$ cat src/rtl/sdiomux_dir_ctrl.sv
// Direction controller and arbiter for a bank of bidirectional SDIOMUX pads.
// Grants the pin group to a transmit or receive burst and sequences break-before-make turnaround.
`timescale 1ns/1ps

module sdiomux_dir_ctrl #(
  parameter int WIDTH       = 4,
  parameter int LEN_W       = 8,
  parameter int TURN_CYCLES = 2
) (
  input  logic             i_clk,
  input  logic             i_rst,
  input  logic             i_tx_req,
  input  logic [LEN_W-1:0] i_tx_len,
  input  logic             i_tx_valid,
  input  logic [WIDTH-1:0] i_tx_data,
  output logic             o_tx_ready,
  output logic             o_tx_done,
  input  logic             i_rx_req,
  input  logic [LEN_W-1:0] i_rx_len,
  output logic             o_rx_valid,
  output logic [WIDTH-1:0] o_rx_data,
  output logic             o_rx_done,
  output logic             o_busy,
  output logic [WIDTH-1:0] o_pad_o_dat,
  output logic [WIDTH-1:0] o_pad_o_en,
  output logic [WIDTH-1:0] o_pad_i_en,
  input  logic [WIDTH-1:0] i_pad_i_dat
);

  localparam int TURN_W = (TURN_CYCLES > 1) ? $clog2(TURN_CYCLES) : 1;
  localparam logic [TURN_W-1:0] TURN_LAST = TURN_W'(TURN_CYCLES - 1);

  typedef enum logic [2:0] {
    S_IDLE      = 3'd0,
    S_TURN_OUT  = 3'd1,
    S_TX_DRIVE  = 3'd2,
    S_TX_LAST   = 3'd3,
    S_TURN_IN   = 3'd4,
    S_RX_SAMPLE = 3'd5
  } state_t;

  state_t             r_state;
  logic [TURN_W-1:0]  r_turn_cnt;
  logic [LEN_W-1:0]   r_beat_cnt;
  logic [LEN_W-1:0]   r_len;
  logic               r_last_rx;
  logic               r_tx_ready;
  logic               r_tx_done;
  logic               r_rx_valid;
  logic               r_rx_done;
  logic [WIDTH-1:0]   r_rx_data;
  logic               r_busy;
  logic [WIDTH-1:0]   r_pad_o_dat;
  logic               r_o_en_n;
  logic               r_i_en_n;

  logic               w_grant_tx;
  logic               w_grant_rx;
  logic               w_tx_accept;
  logic               w_turn_done;
  logic               w_beat_last;

  assign w_tx_accept = i_tx_valid & r_tx_ready;
  assign w_turn_done = (r_turn_cnt == TURN_LAST);
  assign w_beat_last = (r_beat_cnt == r_len);

  // Round-robin arbitration: on a tie the requester not served last wins.
  always_comb begin
    w_grant_tx = 1'b0;
    w_grant_rx = 1'b0;
    if (i_tx_req && i_rx_req) begin
      if (r_last_rx) begin
        w_grant_tx = 1'b1;
      end else begin
        w_grant_rx = 1'b1;
      end
    end else if (i_tx_req) begin
      w_grant_tx = 1'b1;
    end else if (i_rx_req) begin
      w_grant_rx = 1'b1;
    end else begin
      w_grant_tx = 1'b0;
      w_grant_rx = 1'b0;
    end
  end

  // Direction FSM with all pad and handshake outputs registered.
  always_ff @(posedge i_clk or posedge i_rst) begin
    if (i_rst) begin
      r_state     <= S_IDLE;
      r_turn_cnt  <= '0;
      r_beat_cnt  <= '0;
      r_len       <= '0;
      r_last_rx   <= 1'b1;
      r_tx_ready  <= 1'b0;
      r_tx_done   <= 1'b0;
      r_rx_valid  <= 1'b0;
      r_rx_done   <= 1'b0;
      r_rx_data   <= '0;
      r_busy      <= 1'b0;
      r_pad_o_dat <= '0;
      r_o_en_n    <= 1'b1;
      r_i_en_n    <= 1'b0;
    end else begin
      r_tx_done  <= 1'b0;
      r_rx_valid <= 1'b0;
      r_rx_done  <= 1'b0;
      case (r_state)
        S_IDLE: begin
          if (w_grant_tx) begin
            r_state    <= S_TURN_OUT;
            r_len      <= i_tx_len;
            r_last_rx  <= 1'b0;
            r_busy     <= 1'b1;
            r_i_en_n   <= 1'b1;
            r_turn_cnt <= '0;
            r_beat_cnt <= '0;
          end else if (w_grant_rx) begin
            r_state    <= S_RX_SAMPLE;
            r_len      <= i_rx_len;
            r_last_rx  <= 1'b1;
            r_busy     <= 1'b1;
            r_beat_cnt <= '0;
          end
        end
        S_TURN_OUT: begin
          if (w_turn_done) begin
            r_state    <= S_TX_DRIVE;
            r_tx_ready <= 1'b1;
          end else begin
            r_turn_cnt <= r_turn_cnt + TURN_W'(1);
          end
        end
        S_TX_DRIVE: begin
          // Output enable follows the first valid beat so the pads never drive stale data.
          if (w_tx_accept) begin
            r_pad_o_dat <= i_tx_data;
            r_o_en_n    <= 1'b0;
            if (w_beat_last) begin
              r_tx_ready <= 1'b0;
              r_state    <= S_TX_LAST;
            end else begin
              r_beat_cnt <= r_beat_cnt + LEN_W'(1);
            end
          end
        end
        S_TX_LAST: begin
          r_state     <= S_TURN_IN;
          r_o_en_n    <= 1'b1;
          r_pad_o_dat <= '0;
          r_turn_cnt  <= '0;
        end
        S_TURN_IN: begin
          if (w_turn_done) begin
            r_state   <= S_IDLE;
            r_i_en_n  <= 1'b0;
            r_busy    <= 1'b0;
            r_tx_done <= 1'b1;
          end else begin
            r_turn_cnt <= r_turn_cnt + TURN_W'(1);
          end
        end
        S_RX_SAMPLE: begin
          r_rx_data  <= i_pad_i_dat;
          r_rx_valid <= 1'b1;
          if (w_beat_last) begin
            r_rx_done <= 1'b1;
            r_busy    <= 1'b0;
            r_state   <= S_IDLE;
          end else begin
            r_beat_cnt <= r_beat_cnt + LEN_W'(1);
          end
        end
        default: begin
          r_state     <= S_IDLE;
          r_tx_ready  <= 1'b0;
          r_busy      <= 1'b0;
          r_pad_o_dat <= '0;
          r_o_en_n    <= 1'b1;
          r_i_en_n    <= 1'b0;
        end
      endcase
    end
  end

  assign o_tx_ready  = r_tx_ready;
  assign o_tx_done   = r_tx_done;
  assign o_rx_valid  = r_rx_valid;
  assign o_rx_data   = r_rx_data;
  assign o_rx_done   = r_rx_done;
  assign o_busy      = r_busy;
  assign o_pad_o_dat = r_pad_o_dat;
  assign o_pad_o_en  = {WIDTH{r_o_en_n}};
  assign o_pad_i_en  = {WIDTH{r_i_en_n}};

  sdiomux_dir_ctrl_chk #(.WIDTH(WIDTH)) u_chk (
    .i_clk      (i_clk),
    .i_rst      (i_rst),
    .i_pad_o_en (o_pad_o_en),
    .i_pad_i_en (o_pad_i_en),
    .i_tx_done  (o_tx_done),
    .i_rx_done  (o_rx_done),
    .i_busy     (o_busy)
  );

endmodule

// Property checks on the controller outputs; no logic, only assertions.
module sdiomux_dir_ctrl_chk #(
  parameter int WIDTH = 4
) (
  input logic             i_clk,
  input logic             i_rst,
  input logic [WIDTH-1:0] i_pad_o_en,
  input logic [WIDTH-1:0] i_pad_i_en,
  input logic             i_tx_done,
  input logic             i_rx_done,
  input logic             i_busy
);

  a_no_overlap: assert property (@(posedge i_clk) disable iff (i_rst)
    &(i_pad_o_en | i_pad_i_en));

  a_done_excl: assert property (@(posedge i_clk) disable iff (i_rst)
    !(i_tx_done && i_rx_done));

  a_done_idle: assert property (@(posedge i_clk) disable iff (i_rst)
    (i_tx_done || i_rx_done) |-> !i_busy);

endmodule

$ cat config.mk
export PLATFORM = sky130hd
export DESIGN_NAME = sdiomux_dir_ctrl
export DESIGN_NICKNAME = d
export VERILOG_FILES = /design/src/rtl/sdiomux_dir_ctrl.sv
export SDC_FILE = /design/constraint.sdc
export NUM_CORES = 1
export LEC_CHECK = 0
export BUFFER_PORTS_ARGS = -buffer_cell sky130_fd_sc_hd__buf_4
export CORE_MARGIN = 1.5
export CORE_UTILIZATION = 45
export CTS_CLUSTER_SIZE = 10
export DETAILED_ROUTE_END_ITERATION = 16
export PLACE_DENSITY = 0.7
export SLEW_MARGIN = 20
export SYNTH_ARGS = -nofsm -noshare
export SYNTH_HDL_FRONTEND = slang
export SYNTH_HIERARCHICAL = 1
export SYNTH_SLANG_ARGS = --single-unit
export TNS_END_PERCENT = 5
$ cat constraint.sdc
create_clock -name i_clk -period 3.8 [get_ports i_clk]
set_input_delay 0.38 -clock i_clk [delete_from_list [all_inputs] [get_ports i_clk]]
set_output_delay 0.38 -clock i_clk [all_outputs]
set_load 0.005 [all_outputs]
Word level (Yosys, flattened, before mapping)
Cells that the tools add are included.
Word-level totals
  RAM bits: 0
  register bits: 36
  input port bits: 29
  logic and storage cells: 97
  bits in latches: 0
  ROM bits: 0
  memories kept: 0
  output and inout port bits: 21
Cells by class
  reduce and logical (&&, ||, !) cells: 18
  equality and inequality tests: 13
  bitwise gates (word level): 5
  add/sub/neg operators: 2
  $lt $le $gt $ge: 0
  mux-type cells: 45
  multipliers: 0
  shift operators: 0
  div/mod/pow operators: 0
Operators with widths (number)
  8-bit two-way mux: 6
  8-bit case mux with 3 select lines: 1
  1-bit two-way mux: 23
  3-bit two-way mux: 7
  3-bit case mux with 6 select lines: 1
  2-bit != test, second input constant: 6
  4-bit OR reduction: 3
  1-bit case mux with 3 select lines: 3
  8-bit by 1-bit adder with 8-bit output, second input constant: 1
  8-bit == test: 1
  4-bit case mux with 2 select lines: 1
  4-bit AND reduction: 2
  3-bit by 2-bit == test with 1-bit output, second input constant: 2
  3-bit == test, second input constant: 2
  2-bit AND reduction: 3
  3-bit AND reduction: 2
  6-bit AND reduction: 1
  3-bit nonzero test: 2
  4-bit two-way mux: 1
  1-bit inverter: 4
  1-bit case mux with 4 select lines: 1
  3-bit by 1-bit == test with 1-bit output, second input constant: 1
  3-bit logical NOT: 1
  3-bit != test, second input constant: 1
  other kinds (7): 7

Logic depth before layout (Yosys ltp)
  word-level depth: 6
  mapped depth: 7
  mapped depth without buffers: 6

Worst setup path before layout
Ideal clock, no wire load.
  kind: register to register
  start: reg r_state[0]
  end: reg r_beat_cnt[6]
  data required time: 3.731 ns
  clock period less this slack: 1.562 ns
  setup slack: 2.238 ns
  setup time: 0.069 ns
  buffers on the path: 1
  arrival: 1.493 ns
  cell stages (with the launch flop): 7
  cell sequence: dfrtp_1 buf_6 or2_4 nor2_8 nor2_4 or4_1 nand3_1
On the way
  longest elaborated chain between the ends: 3
  elaborated cells between the ends (all ways): 8
  classes of those cells: eq/ne (4); mux (1); reduce/logical (3)
Ends and longest elaborated chain
  start, declared: RTL line 42  | state_t r_state;
  start signal, assigned: RTL line 90  | r_state <= S_IDLE;
  start signal, assigned: RTL line 111  | r_state <= S_TURN_OUT;
  start signal, assigned: RTL line 119  | r_state <= S_RX_SAMPLE;
  3-bit by 2-bit == test with 1-bit output (tied with other cells): RTL line 108  | case (r_state)
  2-bit != test (no source line) (tied with other cells)
  3-bit AND reduction (no source line)
  end signal, assigned: RTL line 143  | r_beat_cnt <= r_beat_cnt + LEN_W'(1);
  end signal, assigned: RTL line 171  | r_beat_cnt <= r_beat_cnt + LEN_W'(1);
  end, declared: RTL line 44  | logic [LEN_W-1:0] r_beat_cnt;
Parallel ways exist; a longest one is shown, timed or not.
A chain may end at the register's enable or synchronous reset.

Worst setup path after layout
  start: reg r_state[2]
  end: reg r_state[2]
On the way
  longest elaborated chain between the ends: 3
  elaborated cells between the ends (all ways): 14
  classes of those cells: eq/ne (11); mux (1); reduce/logical (2)
Ends and longest elaborated chain (RTL line)
  3-bit by 2-bit == test with 1-bit output (tied with other cells): 108
  2-bit != test (no source line) or 3-bit != test (tied branches)
  6-bit AND reduction (no source line)
Parallel ways exist; a longest one is shown, timed or not.

==> impl_metrics.csv <==
group,metric,value,unit
finish,syn_to_final_growth,23.5,%
finish,layout-drive-gt1-share,27.7,%
setup_path,cp_max_fo,17,
setup_path,reg2reg_from,"r_state[2]",
finish,final_nets,268,
finish,fillCellCount,377,
pwr,power.density,718,mW/mm²
logic_synthesis,synth_warnings,6,
floorplan,die_y,67.6,µm
timing,rsz0062_at_grt,"no",
logic_synthesis,synth_top_flop_cell,"dfrtp_1",
run,drv_cap,0,
pwr,cellLeakagePower,1.12,nW
timing,tightest_slew,0.924,ns
global_route,grt_overflow_total,0,
worst_hold_path,hold_class,"in2async",
setup_path,cp_data_arrival_time,2.03,ns
clock_tree,cts.clk_slew.worst_paths,0.07,ns
floorplan,coreArea,0.00400,mm²
route,viasPerCell,5.26,
pwr,power,0.00167,W
timing,period_share,49.6,%
clock_tree,clock_latency,0.29,ns
logic_synthesis,synth_top_family_by_area,"simple AND/OR/NAND/NOR gates",
clock_tree,cts_setup_buffers,0,
setup_path,crit_end,"r_state[2]",
clock_tree,cts.sinks,36,
place,gp_congestion,0.819,
route,drtIter0Drc,65,
setup_path,critPathKind,"reg2reg",
route,routed_wl,3720,µm
setup_path,required,3.95,ns
logic_synthesis,synthXorXnorAreaFrac,4.19,%
setup_path,start_kind,"register",
global_route,grt_max_degree,37,
logic_synthesis,synth.cells.most_frequent,"34 x dfrtp_1, 31 x nand2_1, 16 x o21ai_0",
logic_synthesis,async_flop_share,100,%
setup_path,ff2ff_setup_slack,1.92,ns
global_route,antenna_found_initial,0,
place,port-buffer-count,49,
timing,slew_violations,0,
clock_tree,clockBufferDepth,2,
clock_tree,cts_made_buffers,5,
global_route,grt_usage,17.8,%
clock_tree,htree_levels,2,
clock_tree,cts_tree,"built",
floorplan,dieArea,0.00457,mm²
logic_synthesis,yosys.area.top_type_share,45.3,%
global_route,grt_first_pass_wirelength,5870,µm
timing,fin_worst_skew,0.00454,ns
timing,slew_headroom,38.0,%
logic_synthesis,synth-compound-area-share,16.5,%
timing,period_needed,1.88,ns
setup_path,worstReg2RegEnd,"r_state[2]",
logic_synthesis,yosys.area_share.simple,19.0,%
route,first_pass_iters,4,
logic_synthesis,synth_edf_count,0,
timing,hold_viol,0,
setup_path,end_kind,"register",
logic_synthesis,yosys-top-cells-area,"dfrtp_1 45%, nand2_1 6.2%, mux2i_1 4.8%",
logic_synthesis,avgSynthCellArea,9.64,µm²
clock_tree,cts_resized,0,
floorplan,io_pins,50,
global_route,grt_pass1_vias,1257,
logic_synthesis,synth-adder-area-share,0.666,%
floorplan,fp-row-count,23,
logic_synthesis,synth.area.mux_share,4.79,%
route,postRouteAntennaNets,0,
timing,max_clock_freq,531,MHz
route,wl_per_cell,12.9,µm
logic_synthesis,netlist_instances,195,
clock_tree,ctsHoldBuffers,0,
logic_synthesis,mappedNetlistNets,225,
logic_synthesis,synth_cell_types,42,
place,dpl.hpwl,2690,µm
logic_synthesis,yosysMostFrequentCell,"dfrtp_1",
run_status,outcome,"finished clean",
floorplan,die_w,67.6,µm
pwr,vdd_drop_max,0.535,mV
floorplan,initial_core_util,47.0,%
logic_synthesis,synth_top_cell_by_area,"dfrtp_1",
finish,antenna_cells,0,
route,num_vias,1515,
logic_synthesis,seq_area_frac_synth,48.1,%
clock_tree,root_buffer,"clkbuf_8",
logic_synthesis,synth_seq_cells,36,
setup_path,rr_worst_depth,5,
route,drc_errors,0,
logic_synthesis,syn_area,0.00188,mm²
timing,setup_viol,0,
setup_path,startpoint,"r_state[2]",
timing,fin_tns_setup,0,ns
## power by group
| group | internal [W] | total, W | switching, W | leakage (nW) |
|---|---|---|---|---|
| Sequential | 0.000538 | 0.000685 | 0.000148 | 0.454 |
| Clock | 0.000161 | 0.000288 | 0.000127 | 0.0503 |
| Combinational | 0.000353 | 0.000692 | 0.000339 | 0.621 |
## final cells by class
type	count	area, µm²	area share (%)
sequential	36	903	38.9
multi-input combinational	136	850	36.6
timing repair buffer	50	375	16.2
clock buffer	7	96.3	4.15
tap	50	62.6	2.70
inverter	9	33.8	1.46
## state kept, by name, summed over array words and instances, names as in the netlist
name	cells
o_pad_o_dat	4
r_o_en_n	1
o_tx_ready	1
r_i_en_n	1
r_turn_cnt	1
o_busy	1
o_tx_done	1
r_last_rx	1
o_rx_done	1
r_beat_cnt	8
r_state	3
r_len	8
o_rx_valid	1
o_rx_data	4
## layout by cell type (no fill, tap or decap), types with 2 or more instances in the layout
cell       instances
a31oi_1            3
or4_1              4
buf_4             50
nand4_1            2
nand2_1           31
xnor2_1            9
a21oi_1            5
dfstp_2            2
or3_1              2
clkbuf_8           7
nand3_1           10
nor2_1             8
o211ai_1           5
inv_1              8
o2bb2ai_1          3
o21ai_0           16
o21ai_1            4
mux2i_1            9
nor3_1             2
dfrtp_1           34
a22o_1             5
## layer usage
layer	global-route usage [%]	vias to the layer above	wire, µm
li1	-	772	-
met1	23.8	685	1770
met2	26.1	51	1620
met3	3.67	7	232
met4	11.5	0	98
met5	0	-	0
## worst max-delay path, cell delays in order, from the launching register on
cell       delay [ns]
dfrtp_1          0.64
nor3_1           0.14
o21ai_1          0.52
inv_1            0.15
a2bb2oi_1        0.16
o221ai_1         0.12
## worst min path at each step
stage                  from            to  slack (ns)  cells after the start
3_3_place_gp   o_rx_data[2]  o_rx_data[2]        0.46                      2
4_1_cts               i_rst    o_rx_valid        0.21                      3
2_1_floorplan  o_rx_data[0]  o_rx_data[0]        0.47                      2
5_1_grt               i_rst    o_rx_valid        0.25                      3
6_report              i_rst  o_rx_data[3]        0.20                      3
3_5_place_dp   o_rx_data[2]  o_rx_data[2]        0.47                      2
## cells by family after synthesis
kind of cell             Yosys count
multiplexers                       9
XOR/XNOR                           9
AO/OA/AOI/OAI                     48
flip-flops                        36
AND/OR/NAND/NOR                   69
adder cells (fa/ha/maj)            1
buffers and inverters             23
## through the flow
step | cell area, µm² | std cells | setup WS, ns | utilization (%) | hold WS, ns
finish | 2320 | 288 | 1.92 | 58.0 | 0.198
global route | 2320 | 288 | 1.72 | 58.0 | 0.251
CTS | 2320 | 288 | 1.92 | 58.0 | 0.211
detailed placement | 2220 | 281 | 1.94 | 55.6 | 0.472
global placement | 2220 | 281 | 1.96 | 55.6 | 0.462
floorplan | 1880 | 195 | 2.24 | - | 0.468
Power figures use the tool's default switching activity.
